## src/rtl/clause_chunk_evaluator_pkg.sv

```systemverilog
// Shared constants and types for the clause evaluation path.
// Holds the counter index width, the default array geometry shared with
// ta_state_counter, and the beat record carried through the pipeline.
package clause_chunk_evaluator_pkg;

   localparam int unsigned CNT_W_DEF      = 17;
   localparam int unsigned CLAUSES_DEF    = 10;
   localparam int unsigned LA_CHUNKS_DEF  = 10;
   localparam int unsigned CHUNK_BITS_DEF = 32;

   // One counter beat: qualification flag plus the addressed clause/chunk.
   typedef struct packed {
      logic                 valid;
      logic [CNT_W_DEF-1:0] clause_idx;
      logic [CNT_W_DEF-1:0] chunk_idx;
   } beat_t;

endpackage

```

## src/rtl/clause_chunk_evaluator_reduce.sv

```systemverilog
// clause_chunk_reduce: combinational reduction of one TA/literal chunk.
// Ports:
//   ta_action_i  - TA include bits of the chunk
//   literal_i    - literal bits of the chunk
//   fail_c_o     - some included literal is 0
//   nonempty_c_o - at least one literal is included
module clause_chunk_reduce
   import clause_chunk_evaluator_pkg::*;
#(
   parameter int unsigned CHUNK_BITS = CHUNK_BITS_DEF
) (
   input  logic [CHUNK_BITS-1:0] ta_action_i,
   input  logic [CHUNK_BITS-1:0] literal_i,
   output logic                  fail_c_o,
   output logic                  nonempty_c_o
);

   assign fail_c_o     = |(ta_action_i & ~literal_i);
   assign nonempty_c_o = |ta_action_i;

endmodule

```

## src/rtl/clause_chunk_evaluator.sv

```systemverilog
// clause_chunk_evaluator: evaluates clauses chunk by chunk from the TA
// state counter beats and the TA memory read data one cycle later.
// Ports:
//   clk, rst_flag_n          - clock, async active-low reset
//   stop_flag                - no counter beat this cycle
//   clause_count/la_chunk_count - counter indices of this cycle
//   ta_action_chunk/literal_chunk - chunk data, one cycle after its beat
//   predict_mode             - 1: empty clause -> 0, 0: empty clause -> 1
//   out_ready                - downstream accepts clause result
//   clause_out_valid/clause_out/clause_out_index - held clause result
//   clause_vector/vector_valid - assembled clause vector and its pulse
//   stall_flag               - result held but not accepted (combinational)
module clause_chunk_evaluator
   import clause_chunk_evaluator_pkg::*;
#(
   parameter int unsigned CLAUSES    = CLAUSES_DEF,
   parameter int unsigned LA_CHUNKS  = LA_CHUNKS_DEF,
   parameter int unsigned CHUNK_BITS = CHUNK_BITS_DEF,
   parameter int unsigned CNT_W      = CNT_W_DEF
) (
   input  logic                  clk,
   input  logic                  rst_flag_n,
   input  logic                  stop_flag,
   input  logic [CNT_W-1:0]      clause_count,
   input  logic [CNT_W-1:0]      la_chunk_count,
   input  logic [CHUNK_BITS-1:0] ta_action_chunk,
   input  logic [CHUNK_BITS-1:0] literal_chunk,
   input  logic                  predict_mode,
   input  logic                  out_ready,
   output logic                  clause_out_valid,
   output logic                  clause_out,
   output logic [CNT_W-1:0]      clause_out_index,
   output logic [CLAUSES-1:0]    clause_vector,
   output logic                  vector_valid,
   output logic                  stall_flag
);

   // A held result stops the counter one beat late; that beat must never
   // be a final chunk, so at least two chunks per clause are needed.
   if (LA_CHUNKS < 2) begin : g_la_chunks_check
      $error("clause_chunk_evaluator: LA_CHUNKS must be >= 2");
   end
   if (CNT_W != CNT_W_DEF) begin : g_cnt_w_check
      $error("clause_chunk_evaluator: CNT_W must match the shared counter width");
   end

   beat_t               beat_q, beat_d;
   logic                acc_fail_q, acc_fail_d;
   logic                acc_ne_q, acc_ne_d;
   logic                out_valid_q, out_valid_d;
   logic                out_q, out_d;
   logic [CNT_W-1:0]    out_idx_q, out_idx_d;
   logic [CLAUSES-1:0]  vector_q, vector_d;
   logic                vec_valid_q, vec_valid_d;

   logic fail_chunk, ne_chunk;
   logic first_chunk, last_chunk;
   logic fail_total, ne_total, result, complete;

   clause_chunk_reduce #(
      .CHUNK_BITS (CHUNK_BITS)
   ) u_reduce (
      .ta_action_i  (ta_action_chunk),
      .literal_i    (literal_chunk),
      .fail_c_o     (fail_chunk),
      .nonempty_c_o (ne_chunk)
   );

   // Chunk 0 starts a fresh clause, so the stale accumulator is masked out.
   assign first_chunk = (beat_q.chunk_idx == '0);
   assign last_chunk  = (beat_q.chunk_idx == CNT_W_DEF'(LA_CHUNKS - 1));
   assign fail_total  = fail_chunk | (acc_fail_q & ~first_chunk);
   assign ne_total    = ne_chunk   | (acc_ne_q   & ~first_chunk);
   assign result      = ~fail_total & (ne_total | ~predict_mode);
   assign complete    = beat_q.valid & last_chunk;

   // Next-state logic for beat pipeline, accumulators and result outputs.
   always_comb begin
      beat_d.valid      = ~stop_flag & (clause_count < CNT_W'(CLAUSES));
      beat_d.clause_idx = clause_count;
      beat_d.chunk_idx  = la_chunk_count;
      acc_fail_d        = acc_fail_q;
      acc_ne_d          = acc_ne_q;
      out_valid_d       = out_valid_q;
      out_d             = out_q;
      out_idx_d         = out_idx_q;
      vector_d          = vector_q;
      vec_valid_d       = 1'b0;

      if (beat_q.valid) begin
         acc_fail_d = fail_total;
         acc_ne_d   = ne_total;
      end

      // A completing clause takes priority over the handshake clearing valid.
      if (complete) begin
         out_valid_d = 1'b1;
         out_d       = result;
         out_idx_d   = beat_q.clause_idx;
         for (int unsigned i = 0; i < CLAUSES; i++) begin
            if (beat_q.clause_idx == CNT_W_DEF'(i)) begin
               vector_d[i] = result;
            end
         end
         vec_valid_d = (beat_q.clause_idx == CNT_W_DEF'(CLAUSES - 1));
      end else if (out_ready) begin
         out_valid_d = 1'b0;
      end
   end

   // State registers.
   always_ff @(posedge clk or negedge rst_flag_n) begin
      if (!rst_flag_n) begin
         beat_q      <= '0;
         acc_fail_q  <= 1'b0;
         acc_ne_q    <= 1'b0;
         out_valid_q <= 1'b0;
         out_q       <= 1'b0;
         out_idx_q   <= '0;
         vector_q    <= '0;
         vec_valid_q <= 1'b0;
      end else begin
         beat_q      <= beat_d;
         acc_fail_q  <= acc_fail_d;
         acc_ne_q    <= acc_ne_d;
         out_valid_q <= out_valid_d;
         out_q       <= out_d;
         out_idx_q   <= out_idx_d;
         vector_q    <= vector_d;
         vec_valid_q <= vec_valid_d;
      end
   end

   assign clause_out_valid = out_valid_q;
   assign clause_out       = out_q;
   assign clause_out_index = out_idx_q;
   assign clause_vector    = vector_q;
   assign vector_valid     = vec_valid_q;
   assign stall_flag       = out_valid_q & ~out_ready;

endmodule
```

## config.mk

```make
export PLATFORM = sky130hd
export DESIGN_NAME = clause_chunk_evaluator
export DESIGN_NICKNAME = d
export VERILOG_FILES = /design/src/rtl/clause_chunk_evaluator_pkg.sv /design/src/rtl/clause_chunk_evaluator_reduce.sv /design/src/rtl/clause_chunk_evaluator.sv
export SDC_FILE = /design/constraint.sdc
export NUM_CORES = 1
export LEC_CHECK = 0
export CORE_AREA = 2 2 85 87
export CTS_BUF_LIST = sky130_fd_sc_hd__clkbuf_8
export DETAILED_ROUTE_END_ITERATION = 10
export DIE_AREA = 0 0 87 89
export PLACE_DENSITY = 0.79
export REMOVE_ABC_BUFFERS = 1
export SYNTH_ARGS = -nofsm -noshare
export SYNTH_HDL_FRONTEND = slang
export SYNTH_HIERARCHICAL = 1
export SYNTH_SLANG_ARGS = --single-unit
```

## constraint.sdc

```tcl
create_clock -name clk -period 2.2 [get_ports clk]
set_input_delay 0.22 -clock clk [delete_from_list [all_inputs] [get_ports clk]]
set_output_delay 0.22 -clock clk [all_outputs]
set_load 0.02 [all_outputs]
```

==> results.cfg <==
[detailed_routing]
vias = 2293
drt_iter0_drc = 49
routedWlPerCell_um = 15.6
antenna_left = 0
drc = 0
wirelength_um = 7230
firstDrtPassIters = 4
viasPerCell = 4.96

[grt]
antenna_found_initial = 0
grt_pass1_vias = 2378
grt_usage_pct = 19.4
grt_first_pass_wirelength_um = 11200
grt-ovfl-total = 0
grt_max_degree = 35

[power_and_ir_drop]
netSwitchingFraction_pct = 21.5
p_int_mw = 1.98
switchingPower_mw = 0.542
leakage_nw = 2.02
power.total_mw = 2.52
pwr-share-comb_pct = 11.8
clock_power_share_pct = 37.1
power_frac_seq_pct = 51.1
peakVddDrop_uv = 364
cellPowerDensity_mw_per_mm2 = 557

[place]
place_inst = 446
dp_hpwl_um = 5890
place.gp.congestion = 0.773
io_buffers = 133
pre_cts_ws_ps = -529
dpl_cell_area_sq_mm = 0.00429

[logic_synthesis]
synth_cell_types = 32
ys_seq_elements = 67
avgSynthCellArea_sq_um = 12.8
netlist_instances = 211
syn_area_sq_mm = 0.00269
yosys_warnings = 6
seq_area_frac_synth_pct = 62.2

[setup_path]
critPathMaxStageDelay_ps = 420
cp.arrival_ps = 2330
crit_family = simple AND/OR/NAND/NOR gates
crit_type = reg -> reg
required_ps = 2420
cp_slowest_cell = or3_4
end_kind = flop
crit_chain = nor4_2, nand4_2, buf_6, or3_4, nor3b_2, mux2_2
r2r_slack_ps = 100
crit_buf_inv = 1
path_max_fanout = 6
critPathLaunchType = flop
r2r-start = beat_q[16]$_DFF_PN0_
setup.worst_path.start = beat_q[16]$_DFF_PN0_

[sta]
max_freq_mhz = 476
relSlewSlack_pct = 67.4
setup_viol = 0
finalHoldViolations = 0
slew_violations = 0
rsz0062_at_grt = no
layout_setup_ws_ps = 97.3
fin_crit_ps = 2100
fin_worst_skew_ps = 7.88
holdWs_ps = 243
tightest_slew_ps = 489
finalCritPeriodShare_pct = 95.6
setup_tns_ps = 0

[hold_path]
min_path_type = in -> async

[final_layout]
multi_input_area_sq_um = 906
diodes = 0
final_area_sq_mm = 0.00452
nets = 481
drive_gt1_share_pct = 20.9
final.fill_count = 502
finalNonFillerCells = 462
final_util_pct = 67.2
syn2layout_area_growth_pct = 67.7
seqCellArea_sq_mm = 0.00168

[clocking]
htree_levels = 3
cts_buffers = 9
clkTransAtPathRegs_ps = 70
cts_root_buf = clkbuf_8
cts_tree = built
clock_latency_ps = 340
max-clock-path-buffers = 2
cts.sinks = 67

[floorplan]
die-area_sq_mm = 0.00774
chipHeight_um = 89
core_area_sq_mm = 0.00672
initial_core_util_pct = 40.1
core.rowCount = 30
die_w_um = 87
io_pins = 134

[status]
status = completed

[flow_run]
maxCapViolations = 0
path summary, 6_finish.rpt:
kind,endpoint,depth (start not counted)
min reg2reg,clause_out_index[5]$_DFFE_PN0P_,1
min,clause_out_index[14]$_DFFE_PN0P_,2
max in group asynchronous,acc_fail_q$_DFFE_PN0P_,3
max reg2reg,clause_vector[2]$_DFFE_PN0P_,6
min in group clk,beat_q[17]$_DFF_PN0_,1
max,clause_vector[2]$_DFFE_PN0P_,6
cells by family after synthesis:
kind of cell	Yosys count	share of synthesized area, %
AND/OR/NAND/NOR	58	15.3
AO/OA/AOI/OAI	22	5.48
multiplexers	28	11.7
buffers and inverters	36	5.29
flip-flops	67	62.2
state kept, by name, summed over array words and instances (netlist names):
signal	count
vector_valid	1
clause_vector	10
clause_out_index	17
beat_q	35
acc_ne_q	1
clause_out_valid	1
clause_out	1
acc_fail_q	1
layer usage:
metal | global-route usage [%] | routed length [um] | part of all wire, %
met3 | 7.11 | 610 | 8.4
met1 | 21.3 | 2780 | 38
met4 | 7.81 | 114 | 1.6
met5 | 0 | 0 | 0
met2 | 34.3 | 3730 | 52
power groups by stage:
stage               Combinational (mW)  Clock, mW  Sequential [mW]
floorplan                       0.0416          0             1.30
global placement                 0.292          0             1.31
detailed placement               0.296          0             1.31
CTS                              0.299      0.963             1.29
global route                     0.320       1.02             1.29
finish                           0.296      0.935             1.29
placed cells by master, fill, tap and decap left out, types with 3 or more instances in the layout:
cell type,count
nand3b_1,3
nor3_1,3
nand3_1,6
o22ai_1,16
nand4_1,5
clkbuf_8,9
nor4_2,3
nand2_1,3
dfrtp_1,67
inv_1,34
nor2_1,3
buf_4,24
clkdlybuf4s50_1,132
mux2_2,27
nor4_1,17
what timing repair did:
item                                    CTS  global route
hold buffers                              1             0
gates resized for setup                   1             4
setup buffers                             0             0
hold endpoints to repair                  5             0
pin swaps                                 0             3
endpoints found under the setup margin   11            11
cells in the mapped netlist:
master / instances / share of area (%)
a22o_1: 2 / 0.65
a311oi_1: 1 / 0.33
and3_1: 1 / 0.23
and4b_1: 1 / 0.37
buf_4: 2 / 0.56
clkbuf_1: 1 / 0.14
dfrtp_1: 67 / 62
inv_1: 33 / 4.6
mux2_1: 1 / 0.42
mux2_2: 27 / 11
nand2_1: 3 / 0.42
nand3_1: 6 / 1.1
nand3b_1: 3 / 0.84
nand4_1: 5 / 1.2
nand4_2: 1 / 0.46
nor2_1: 3 / 0.42
nor2_2: 1 / 0.23
nor2b_1: 1 / 0.23
nor3_1: 3 / 0.56
nor3b_1: 2 / 0.56
nor3b_2: 2 / 0.93
nor4_1: 17 / 3.9
nor4_2: 4 / 1.9
nor4_4: 1 / 0.79
o21ai_0: 1 / 0.19
o22ai_1: 16 / 3.7
o31a_1: 1 / 0.33
o31ai_1: 1 / 0.28
or2_1: 1 / 0.23
or2_2: 1 / 0.23
or3_4: 1 / 0.42
or4_1: 1 / 0.28
final cells by class:
type	instances	area share (%)
inverter	33	2.74
sequential	67	37.1
timing repair buffer	159	33.8
clock inverter	6	1.30
tap	80	2.22
clock buffer	9	2.74
multi-input combinational	108	20.1
Power figures use the tool's default switching activity.
